<file path="src/rtl/seg7_pkg.sv">
// Shared types and constants for the 7-segment scan controller.
// Holds the scan state enum, the hex segment table and the blank pattern.
package seg7_pkg;

   typedef enum logic {
      BLANK = 1'b0,
      DRIVE = 1'b1
   } scan_state_t;

   localparam logic [6:0] SEG_OFF = 7'h7F;

   // Active-low {g,f,e,d,c,b,a}: 0..9, A, b, C, d, E, F
   localparam logic [6:0] SEG7_HEX [16] = '{
      7'h40, 7'h79, 7'h24, 7'h30,
      7'h19, 7'h12, 7'h02, 7'h78,
      7'h00, 7'h10, 7'h08, 7'h03,
      7'h46, 7'h21, 7'h06, 7'h0E
   };

endpackage

</file>
<file path="src/rtl/hex_to_seg7.sv">
// Combinational hex nibble to active-low 7-segment pattern.
// Ports: nib (4-bit value in), seg_n ({g,f,e,d,c,b,a}, active-low out).
import seg7_pkg::*;

module hex_to_seg7 (
   input  logic [3:0] nib,
   output logic [6:0] seg_n
);

   always_comb seg_n = SEG7_HEX[nib];

endmodule

</file>
<file path="src/rtl/seg7_scan_ctrl.sv">
// Scan controller for a common-anode multi-digit 7-segment display.
// Ports: clk, reset_n (async, active-low); wr_valid/wr_ready/wr_data/wr_dp
// write port, values committed at frame end; bright (4-bit duty, only with
// SEG7_BRIGHTNESS_EN defined); seg_n, dp_n, dig_n (active-low drives);
// frame_done (pulse on the last drive cycle of the last digit).
import seg7_pkg::*;

module seg7_scan_ctrl #(
   parameter int DIGITS       = 4,
   parameter int SLOT_CYCLES  = 4096,
   parameter int BLANK_CYCLES = 64
) (
   input  logic                  clk,
   input  logic                  reset_n,
   input  logic                  wr_valid,
   output logic                  wr_ready,
   input  logic [4*DIGITS-1:0]   wr_data,
   input  logic [DIGITS-1:0]     wr_dp,
`ifdef SEG7_BRIGHTNESS_EN
   input  logic [3:0]            bright,
`endif
   output logic [6:0]            seg_n,
   output logic                  dp_n,
   output logic [DIGITS-1:0]     dig_n,
   output logic                  frame_done
);

   localparam int CMAX = (SLOT_CYCLES > BLANK_CYCLES) ?
                         SLOT_CYCLES : BLANK_CYCLES;
   localparam int CW   = $clog2(CMAX);
   localparam int DW   = $clog2(DIGITS);

   scan_state_t          state;
   logic [DW-1:0]        digit;
   logic [CW-1:0]        cnt;
   logic [4*DIGITS-1:0]  act_data;
   logic [DIGITS-1:0]    act_dp;
   logic [4*DIGITS-1:0]  pend_data;
   logic [DIGITS-1:0]    pend_dp;
   logic                 pend_full;
`ifdef SEG7_BRIGHTNESS_EN
   logic [3:0]           bright_q;
`endif

   logic [3:0] nib;
   logic [6:0] seg_dec;
   logic       lit;
   logic       slot_end;
   logic       blank_end;
   logic       last;
   logic       accept;

   always_comb begin
      nib       = act_data[digit*4 +: 4];
      slot_end  = (cnt == CW'(SLOT_CYCLES - 1));
      blank_end = (cnt == CW'(BLANK_CYCLES - 1));
      last      = (state == DRIVE) && slot_end &&
                  (digit == DW'(DIGITS - 1));
      accept    = wr_valid && wr_ready;
`ifdef SEG7_BRIGHTNESS_EN
      // PWM within each 16-cycle block of the slot
      lit       = (cnt[3:0] <= bright_q);
`else
      lit       = 1'b1;
`endif
   end

   hex_to_seg7 u_dec (
      .nib   (nib),
      .seg_n (seg_dec)
   );

   always_ff @(posedge clk or negedge reset_n) begin
      if (!reset_n) begin
         state      <= BLANK;
         digit      <= '0;
         cnt        <= '0;
         act_data   <= '0;
         act_dp     <= '0;
         pend_data  <= '0;
         pend_dp    <= '0;
         pend_full  <= 1'b0;
`ifdef SEG7_BRIGHTNESS_EN
         bright_q   <= 4'd0;
`endif
         seg_n      <= SEG_OFF;
         dp_n       <= 1'b1;
         dig_n      <= '1;
         frame_done <= 1'b0;
         wr_ready   <= 1'b1;
      end else begin
         // Outputs reflect the state held during the cycle just ended
         seg_n      <= SEG_OFF;
         dp_n       <= 1'b1;
         dig_n      <= '1;
         frame_done <= last;
         if (state == DRIVE) begin
            seg_n <= seg_dec;
            dp_n  <= ~act_dp[digit];
            if (lit) dig_n <= ~(DIGITS'(1) << digit);
         end

         // Ready stays low one extra cycle after a commit frees the buffer
         wr_ready <= !accept && !pend_full;

         if (last && pend_full) begin
            act_data  <= pend_data;
            act_dp    <= pend_dp;
            pend_data <= '0;
            pend_dp   <= '0;
            pend_full <= 1'b0;
         end else if (accept) begin
            pend_data <= wr_data;
            pend_dp   <= wr_dp;
            pend_full <= 1'b1;
         end

         case (state)
            BLANK: begin
               if (blank_end) begin
                  state <= DRIVE;
                  cnt   <= '0;
`ifdef SEG7_BRIGHTNESS_EN
                  bright_q <= bright;
`endif
               end else begin
                  cnt <= cnt + 1'b1;
               end
            end
            DRIVE: begin
               if (slot_end) begin
                  state <= BLANK;
                  cnt   <= '0;
                  digit <= (digit == DW'(DIGITS - 1)) ?
                           '0 : digit + 1'b1;
               end else begin
                  cnt <= cnt + 1'b1;
               end
            end
            default: begin
               state <= BLANK;
               cnt   <= '0;
            end
         endcase
      end
   end

endmodule

</file>
<file path="config.mk">
export PLATFORM = sky130hd
export DESIGN_NAME = seg7_scan_ctrl
export DESIGN_NICKNAME = d
export VERILOG_FILES = /design/src/rtl/seg7_pkg.sv /design/src/rtl/hex_to_seg7.sv /design/src/rtl/seg7_scan_ctrl.sv
export SDC_FILE = /design/constraint.sdc
export NUM_CORES = 1
export LEC_CHECK = 0
export BUFFER_PORTS_ARGS = -buffer_cell sky130_fd_sc_hd__buf_4
export CORE_ASPECT_RATIO = 0.5
export CORE_UTILIZATION = 57
export CTS_CLUSTER_DIAMETER = 80
export DETAILED_ROUTE_END_ITERATION = 10
export GPL_TIMING_DRIVEN = 0
export PLACE_DENSITY = 0.82
export SLEW_MARGIN = 30
export SYNTH_ARGS = -nofsm -noshare
export SYNTH_HDL_FRONTEND = slang
export SYNTH_SLANG_ARGS = --single-unit
</file>
<file path="constraint.sdc">
create_clock -name clk -period 2.1 [get_ports clk]
set_clock_uncertainty 0.15 [all_clocks]
set_input_delay 0.21 -clock clk [delete_from_list [all_inputs] [get_ports clk]]
set_output_delay 0.21 -clock clk [all_outputs]
set_load 0.005 [all_outputs]
</file>
==> flow_summary.json <==
{
  "outcome": "finished with violations",
  "violations": "negative setup slack",
  "p_int_w": 0.002131,
  "area_delta_synth_final_pct": 31.45,
  "port_buffers": 36,
  "yosysSeqAreaShare": 0.5632,
  "critPathMaxStageDelay_ps": 580,
  "yosysWarnings": 0,
  "p_leak_nw": 1.872,
  "clkPwrFrac": 0.380,
  "power_w": 0.002858,
  "chipHeight_um": 54.48,
  "met1Wirelength_mm": 3.183,
  "wl_per_cell_um": 18.16,
  "worst_slew_pin_slew_ps": 839.3,
  "worstPathRequired_ps": 2160,
  "grt_pass1_vias": 2300,
  "drt_wl_total_mm": 7.827,
  "postRouteAntennaNets": 0,
  "routed_via_density": 5.715,
  "setup_violations": 3,
  "diodes": 0,
  "core_sq_um": 5112,
  "antenna_found_initial": 0,
  "hpwl_mm": 4.360,
  "htree_levels": 3,
  "path_max_fanout": 6,
  "syn_inst": 271,
  "ys_seq_elements": 70,
  "syn-num-nets": 305,
  "wl_met2_mm": 3.944,
  "utilization": 0.8071,
  "synth.distinct_cells": 35,
  "powerDensity_nw_per_um2": 692.6,
  "drtPass1Iterations": 6,
  "layout.nets": 390,
  "rsz0062_at_grt": "yes",
  "power_switching_w": 0.0007267,
  "via_count": 2463,
  "hold_viol": 0,
  "seq_power_share": 0.535,
  "period_needed_ps": 2165,
  "gp_congestion": 0.8305,
  "die_area_sq_um": 5826,
  "start_util": 0.6140,
  "ir_drop_v": 0.0004833,
  "grt_start_max_net_pins": 71,
  "slew_violations": 0,
  "slew_headroom": 0.4405,
  "overflow": 0,
  "die-width_um": 107.0,
  "route.met3.wl_um": 469,
  "clock_latency_ps": 350,
  "layout_setup_ws_ps": -65.21,
  "crit_type": "reg -> reg",
  "top_layer_used": "met4",
  "grt_usage": 0.2705,
  "cts.clk_slew.worst_paths_ps": 80,
  "p_sw_frac": 0.2543,
  "avgSynthCellArea_sq_um": 11.58,
  "hold_path_class": "reg -> reg",
  "cts_root_buf": "clkbuf_8",
  "ios": 37,
  "cts_buffer_depth": 2,
  "clkSinkCount": 70,
  "slowest_stage": "mux4_2",
  "drive_above_1_share": 0.3490,
  "start_kind": "register",
  "drcViolationCount": 0,
  "cts_tree": "built",
  "end_kind": "register",
  "synth_area_sq_um": 3139,
  "row_count": 18,
  "cap_viol_max_count": 0,
  "power_frac_comb": 0.085,
  "cts_made_buffers": 9,
  "drt_iter0_drc": 85,
  "grt_pass1_wl_mm": 11.17,
  "fin_crit_sh": 1.031,
  "max_freq_mhz": 461.8,
  "critPathArrivalTime_ps": 2220,
  "cp_cell_sequence": "buf_6 > mux4_2 > inv_4 > buf_4 > ha_1 > mux2_2 > nand2_1 > o311ai_1"
}
worst max-delay path: cells and delay by family (launching register included):
| family | cells | cell delay (ps) |
|---|---|---|
| AOI/OAI and AO/OA | 1 | 140 |
| buffers and inverters | 3 | 390 |
| and+or+nand+nor | 1 | 60 |
| muxes | 2 | 730 |
| adders and majority gates | 1 | 170 |
| DFF | 1 | 380 |
power groups by stage:
stage,Sequential [W],Combinational [W],Clock [W]
after floorplan,0.00152,0.000116,0
after global placement,0.00154,0.000189,0
after detailed placement,0.00154,0.000201,0
after CTS,0.00152,0.000237,0.00109
after global routing,0.00154,0.000273,0.00116
final,0.00153,0.000244,0.00109
path summary, 6_finish.rpt:
kind,start,endpoint,slack [ps],cells after the start
max,digit[0]$_DFFE_PN0P_,seg_n[6]$_DFF_PN1_,-70,8
min in group asynchronous,reset_n,pend_data[4]$_DFFE_PN0P_,350,2
max in group asynchronous,reset_n,cnt[8]$_DFF_PN0_,890,2
max reg2reg,digit[0]$_DFFE_PN0P_,seg_n[6]$_DFF_PN1_,-70,8
min,pend_full$_DFFE_PN0P_,wr_ready$_DFF_PN1_,310,1
min reg2reg,pend_full$_DFFE_PN0P_,wr_ready$_DFF_PN1_,310,1
cells by family after synthesis:
group / share of synthesized area
AND/OR/NAND/NOR: 0.1383
AO/OA/AOI/OAI: 0.06218
adder cells (fa/ha/maj): 0.04384
multiplexers: 0.1283
buffers and inverters: 0.03906
XOR/XNOR: 0.02511
flip-flops: 0.5632
state kept, by name (all words and copies together) (netlist names):
name / flops
act_data: 16
act_dp: 4
cnt: 12
dig_n: 4
digit: 2
dp_n: 1
frame_done: 1
pend_data: 16
pend_dp: 4
pend_full: 1
seg_n: 7
state: 1
wr_ready: 1
cell usage after synthesis:
library cell / instances / area, sq um
a21o_1: 1 / 7.510
and4_1: 1 / 8.760
o311ai_1: 2 / 17.52
o2bb2ai_1: 1 / 8.760
o21ai_0: 1 / 5.000
and2_1: 1 / 6.260
nor2_1: 12 / 45.04
nor3_1: 2 / 10.01
buf_4: 3 / 22.52
nand4_1: 2 / 12.51
clkbuf_1: 9 / 33.78
dfrtp_1: 57 / 1426
nor2b_1: 1 / 6.260
xnor2_1: 6 / 52.55
o21bai_1: 1 / 7.510
ha_1: 11 / 137.6
a31oi_1: 1 / 6.260
nand3_1: 28 / 140.1
buf_6: 3 / 33.78
mux2_1: 1 / 11.26
and3_1: 3 / 18.77
dfstp_2: 13 / 341.6
mux2_2: 23 / 259.0
o211ai_1: 3 / 22.52
a21oi_1: 23 / 115.1
and4_4: 1 / 11.26
buf_2: 2 / 10.01
nor3b_1: 2 / 15.01
nand2_1: 36 / 135.1
nor4_1: 4 / 25.02
xor2_1: 3 / 26.28
mux2i_1: 2 / 20.02
o21ai_1: 1 / 5.000
inv_1: 6 / 22.52
mux4_2: 5 / 112.6
area by class of cell:
cell class / instances / area (sq um)
Sequential cell: 70 / 1768
Timing Repair Buffer: 74 / 645.6
Inverter: 6 / 27.53
Fill cell: 279 / 985.9
Tap cell: 70 / 87.58
Clock inverter: 6 / 71.32
Buffer: 17 / 115.1
Multi-Input combinational cell: 178 / 1284
Clock buffer: 10 / 127.6
timing repair:
action | 4_1_cts | 5_1_grt
hold endpoints to repair | 78 | 0
hold buffers | 22 | 0
setup endpoints to repair | 23 | 23
gates cloned | 0 | 2
buffers inserted | 5 | 9
gates resized for setup | 5 | 11
pin swaps | 0 | 2
through the flow:
step	setup WS [ps]	std cells	hold slack, ps	area, sq um	setup TNS, ps
2_1_floorplan	130.5	271	-235.6	3139	0
3_3_place_gp	-68.17	377	210.5	3497	-107.7
3_5_place_dp	-107.4	377	222.3	3497	-647.5
4_1_cts	-18.77	420	300.2	3963	-18.77
5_1_grt	-132.1	431	326.6	4126	-434.5
6_report	-65.21	431	307.7	4126	-106.4
cells in the final DEF, fill, tap and decap left out, types with 3 or more instances in the layout:
| master | synthesis | final |
|---|---|---|
| nor4_1 | 4 | 4 |
| buf_4 | 3 | 52 |
| nand3_1 | 28 | 28 |
| nand2_1 | 36 | 36 |
| inv_1 | 6 | 3 |
| xor2_1 | 3 | 3 |
| mux4_2 | 5 | 5 |
| dfrtp_1 | 57 | 57 |
| xnor2_1 | 6 | 6 |
| o211ai_1 | 3 | 3 |
| ha_1 | 11 | 7 |
| mux2_2 | 23 | 23 |
| dfstp_2 | 13 | 13 |
| clkbuf_8 | 0 | 9 |
| clkbuf_1 | 9 | 9 |
| dlygate4sd3_1 | 0 | 22 |
| a21oi_1 | 23 | 23 |
| nor2_1 | 12 | 12 |
metal layers:
| layer | vias up | GRT usage |
|---|---|---|
| met5 | - | 0 |
| met4 | 0 | 0.1256 |
| met3 | 23 | 0.07500 |
| met2 | 98 | 0.4774 |
| met1 | 1229 | 0.3218 |
| li1 | 1113 | - |
Power figures use the tool's default switching activity.
